**src/rtl/bus_demux_pkg.sv**
```systemverilog
// Shared bus constants and select encodings for the 4:1 bus demux.
// The source-side mux uses the same select encodings.
package bus_demux_pkg;

  localparam int BUS_WIDTH = 16;

  typedef enum logic [1:0] {
    SEL_A = 2'd0,
    SEL_B = 2'd1,
    SEL_C = 2'd2,
    SEL_D = 2'd3
  } sel_e;

  function automatic logic [3:0] sel_onehot(input logic [1:0] s);
    logic [3:0] v;
    v = 4'b0000;
    case (s)
      SEL_A:   v = 4'b0001;
      SEL_B:   v = 4'b0010;
      SEL_C:   v = 4'b0100;
      default: v = 4'b1000;
    endcase
    return v;
  endfunction

endpackage

```
**src/rtl/bus_demux_slot.sv**
```systemverilog
// One-entry holding register with valid/ready handshake toward a sink.
// Flush wins over load, load wins over drain.
module bus_demux_slot
  import bus_demux_pkg::*;
#(
  parameter int W = BUS_WIDTH
) (
  input  logic         Clk,
  input  logic         Rst_n,
  input  logic         flush,
  input  logic         load,
  input  logic [W-1:0] data,
  input  logic         ready,
  output logic [W-1:0] q,
  output logic         valid
);

  always_ff @(posedge Clk or negedge Rst_n) begin
    if (!Rst_n) begin
      q     <= '0;
      valid <= 1'b0;
    end else if (flush) begin
      valid <= 1'b0;
    end else if (load) begin
      q     <= data;
      valid <= 1'b1;
    end else if (valid && ready) begin
      valid <= 1'b0;
    end
  end

endmodule

```
**src/rtl/bus_demux.sv**
```systemverilog
// Destination side of the 4:1 datapath bus: routes one word per
// cycle into one of four independently handshaked sink slots.
module bus_demux
  import bus_demux_pkg::*;
#(
  parameter int WIDTH = BUS_WIDTH
) (
  input  logic             Clk,
  input  logic             Rst_n,
  input  logic [1:0]       Select,
  input  logic [WIDTH-1:0] BusIn,
  input  logic             BusValid,
  output logic             BusReady,
  input  logic             Flush,
  output logic [WIDTH-1:0] OutputA,
  output logic [WIDTH-1:0] OutputB,
  output logic [WIDTH-1:0] OutputC,
  output logic [WIDTH-1:0] OutputD,
  output logic             ValidA,
  output logic             ValidB,
  output logic             ValidC,
  output logic             ValidD,
  input  logic             ReadyA,
  input  logic             ReadyB,
  input  logic             ReadyC,
  input  logic             ReadyD,
  output logic             Busy
);

  logic [3:0] valid;
  logic [3:0] ready;
  logic [3:0] load;
  logic [3:0] valid_nxt;
  logic       accept;

  assign ready = {ReadyD, ReadyC, ReadyB, ReadyA};
  assign valid = {ValidD, ValidC, ValidB, ValidA};

  // Never depends on BusValid, so the source may wait on it.
  assign BusReady = !Flush && (!valid[Select] || ready[Select]);
  assign accept   = BusValid && BusReady;
  assign load     = sel_onehot(Select) & {4{accept}};

  assign valid_nxt = Flush ? 4'b0000
                   : (load | (valid & ~ready));

  bus_demux_slot #(.W(WIDTH)) u_slot_a (
    .Clk(Clk), .Rst_n(Rst_n), .flush(Flush),
    .load(load[0]), .data(BusIn), .ready(ReadyA),
    .q(OutputA), .valid(ValidA)
  );

  bus_demux_slot #(.W(WIDTH)) u_slot_b (
    .Clk(Clk), .Rst_n(Rst_n), .flush(Flush),
    .load(load[1]), .data(BusIn), .ready(ReadyB),
    .q(OutputB), .valid(ValidB)
  );

  bus_demux_slot #(.W(WIDTH)) u_slot_c (
    .Clk(Clk), .Rst_n(Rst_n), .flush(Flush),
    .load(load[2]), .data(BusIn), .ready(ReadyC),
    .q(OutputC), .valid(ValidC)
  );

  bus_demux_slot #(.W(WIDTH)) u_slot_d (
    .Clk(Clk), .Rst_n(Rst_n), .flush(Flush),
    .load(load[3]), .data(BusIn), .ready(ReadyD),
    .q(OutputD), .valid(ValidD)
  );

  always_ff @(posedge Clk or negedge Rst_n) begin
    if (!Rst_n) Busy <= 1'b0;
    else        Busy <= |valid_nxt;
  end

endmodule

```
**config.mk**
```make
export PLATFORM = sky130hd
export DESIGN_NAME = bus_demux
export DESIGN_NICKNAME = d
export VERILOG_FILES = /design/src/rtl/bus_demux_pkg.sv /design/src/rtl/bus_demux_slot.sv /design/src/rtl/bus_demux.sv
export SDC_FILE = /design/constraint.sdc
export NUM_CORES = 1
export LEC_CHECK = 0
export BUFFER_PORTS_ARGS = -buffer_cell sky130_fd_sc_hd__buf_2
export CORE_ASPECT_RATIO = 1.25
export CORE_MARGIN = 5
export CORE_UTILIZATION = 36
export CTS_BUF_LIST = sky130_fd_sc_hd__clkbuf_8
export DETAILED_ROUTE_END_ITERATION = 8
export PLACE_DENSITY = 0.62
export SLEW_MARGIN = 10
export SYNTH_ARGS = -nofsm -noshare
export SYNTH_HDL_FRONTEND = slang
export SYNTH_SLANG_ARGS = --single-unit
```
**constraint.sdc**
```tcl
create_clock -name Clk -period 1.66 [get_ports Clk]
set_input_delay 0.249 -clock Clk [delete_from_list [all_inputs] [get_ports Clk]]
set_output_delay 0.249 -clock Clk [all_outputs]
set_load 0.02 [all_outputs]
```
==> results.txt <==
die width = 87.3 um
CTS tree = built
CTS Buf Count = 9
violated checks = setup timing
status = finished with violations
GR Util met1 = 0.162
WP depth = 4
gr ovfl total = 0
Syn Inst Count = 158
antenna cell count = 0
Most Crowded Layer GR = met2
Sw Share = 0.322
Top Ports = 96
met3 usage = 0.0446
Final Max Tran Viols = 0
Seq/Total Area, Yosys = 0.642
VDD IR-drop max = 848 uV
Syn Nets = 184
largest delay contributor family on the critical path = multiplexers
crit path max fanout = 2
placed cells = 349
Pint = 3.20 mW
# DRC = 0
Psw = 1.52 mW
row count = 35
GRT met2 Usage = 0.223
Clock Skews = 0.0110 ns
crit path launch type = flop
Worst setup EP type = primary output
R2R depth = 5
upper clock frequency limit = 548 MHz
Layout Cells excl Fill = 370
Fin Hold WS = 0.127 ns
Root Buffer = clkbuf_8
Routed WL per cell = 16.6 um
Seq pwr share = 0.466
Core Area = 7310 um2
Area growth syn-to-layout = 34.7%
largest net degree at the start of global routing = 70
Cell Area, Synth = 2690 um2
Max Root-Sink Buffers = 2
Tcrit/Tclk final = 1.10
nets = 300
initial antenna violation count = 0
combinational power share = 0.285
crit path buf inv count = 1
Critical Path Slowest Stage Cell = mux4_2
post-DP HPWL = 4330 um
Total Routing Usage GR = 0.135
Critical Path AT = 1.58 ns
Place WS = 0.123 ns
Yosys warning count = 0
PD cells = 1300 nW/um2
max incr delay on CP = 0.46 ns
commonest non-fill, non-tap cell in the layout = buf_2
Worst Hold Path Cells = 2
CP Launch Point = u_slot_a.valid
worst min-delay path class = in -> reg
first-pass GRT wire length = 9630 um
die height = 107 um
RSZ-0062 raised after global routing = true
crit-path cells = nor2b_4, mux4_2, nor2_1, buf_4
Vias/cell = 4.75
final antenna-violating net count = 0
WP data required = 1.41 ns
R2R Path Start = u_slot_c.valid
via count = 1,756
FF-to-FF setup slack = 0.05 ns
GP Congestion = 0.763
vias in the first global route = 1,854
final worst slack = -0.165 ns
Synth Register Bits = 69
Setup Crit Path Kind = reg -> out
CTS clk-pin slew, worst paths = 0.08 ns
max_cap viols = 0
Num Clock Sinks = 69
share of layout cells above drive strength 1 = 0.723
drt first pass iters = 4
Initial DRC Count = 21
latest clock arrival within the worst-skew pair = 0.33 ns
starting density of the core = 0.368
most frequent cells in the layout = buf_2, dfrtp_1, mux2_2
syn_area_per_cell = 17.0 um2
Period minus WS final = 1.82 ns
Clock power frac = 0.249
CP Capture Point = BusReady
die footprint = 9320 um2
Worst R2R End = u_slot_c.q[13]
Synth cell types = 19
number of buffer cells added on primary ports = 95
final-report hold violation count = 0
Final setup viols = 1
slew at the pin with the worst max-slew slack = 0.362 ns
relative slew slack = 0.758
H-tree depth = 3
drt total wl = 6130 um
Static Leak = 1.76 nW
## worst register-to-register path: stages, from the launching register on
cell,delay (ns)
dfrtp_2,0.39
nor2b_4,0.13
buf_4,0.14
nor4b_4,0.29
buf_6,0.20
mux2_2,0.34
## timing repair
action | CTS | global route
endpoints found under the hold margin | 69 | 0
buffers inserted | 4 | 0
gates cloned | 0 | 1
hold buffers | 1 | 0
resized for setup | 5 | 13
endpoints found under the setup margin | 1 | 18
pin swaps | 1 | 2
## sequential cells by signal, summed over array words and instances, names as in the netlist
signal / cells
u_slot_c.q: 16
u_slot_a.valid: 1
u_slot_a.q: 16
u_slot_d.valid: 1
u_slot_c.valid: 1
u_slot_d.q: 16
Busy: 1
u_slot_b.valid: 1
u_slot_b.q: 16
## layer usage
metal  part of all wire  up-vias
li1                   -      798
met1               0.40      895
met2               0.51       56
met3              0.068        7
met4              0.015        0
met5                  0        -
## Yosys cell counts
library cell / n / area share
dfrtp_1: 69 / 0.64
mux2_2: 64 / 0.27
nor2b_1: 4 / 0.0093
a21oi_1: 2 / 0.0037
buf_4: 2 / 0.0056
buf_6: 2 / 0.0084
nand2b_1: 2 / 0.0046
o21ba_2: 2 / 0.0074
and2b_2: 1 / 0.0033
buf_2: 1 / 0.0019
mux4_2: 1 / 0.0084
nand2b_4: 1 / 0.0051
nand4_2: 1 / 0.0046
nand4b_2: 1 / 0.0056
nor2_1: 1 / 0.0014
nor4_1: 1 / 0.0023
nor4_4: 1 / 0.0079
nor4b_4: 1 / 0.0088
o22ai_1: 1 / 0.0023
## layout make-up
| class | count | area, um2 |
|---|---|---|
| clock buffer | 11 | 151 |
| clock inverter | 4 | 17.5 |
| fill | 667 | 3690 |
| multi-input combinational | 84 | 978 |
| sequential | 69 | 1730 |
| tap | 92 | 115 |
| timing repair buffer | 110 | 633 |
## power by group through the flow
| stage | clock [mW] | sequential, mW | combinational (mW) |
|---|---|---|---|
| after floorplan | 0 | 2.67 | 0.349 |
| after global placement | 0 | 2.23 | 1.32 |
| after detailed placement | 0 | 2.24 | 1.33 |
| after CTS | 1.21 | 2.21 | 1.34 |
| after global routing | 1.29 | 2.25 | 1.44 |
| final | 1.18 | 2.20 | 1.34 |
## cell families after synthesis
| family | Yosys count | share of synthesized area |
|---|---|---|
| buffers and inverters | 5 | 0.0158 |
| multiplexers | 65 | 0.276 |
| AND/OR/NAND/NOR | 14 | 0.0530 |
| AO/OA/AOI/OAI | 5 | 0.0135 |
| flip-flops | 69 | 0.642 |
## metrics by stage
step	total power [mW]	area, um2	TNS, ns	utilization
floorplan	3.02	2710	-0.429	-
global placement	3.54	3350	0	0.458
detailed placement	3.57	3350	0	0.458
CTS	4.76	3580	-0.365	0.489
global route	4.98	3620	-0.248	0.496
finish	4.72	3620	-0.165	0.496
## worst min-delay path by stage
| stage | start | to | slack, ns |
|---|---|---|---|
| global placement | Rst_n | u_slot_d.q[6] | 0.30 |
| floorplan | Rst_n | Busy | -0.05 |
| global route | Flush | u_slot_b.valid | 0.12 |
| finish | Flush | u_slot_b.valid | 0.13 |
| detailed placement | Rst_n | u_slot_d.q[6] | 0.30 |
| CTS | Flush | u_slot_b.valid | 0.10 |
Power figures use the tool's default switching activity.
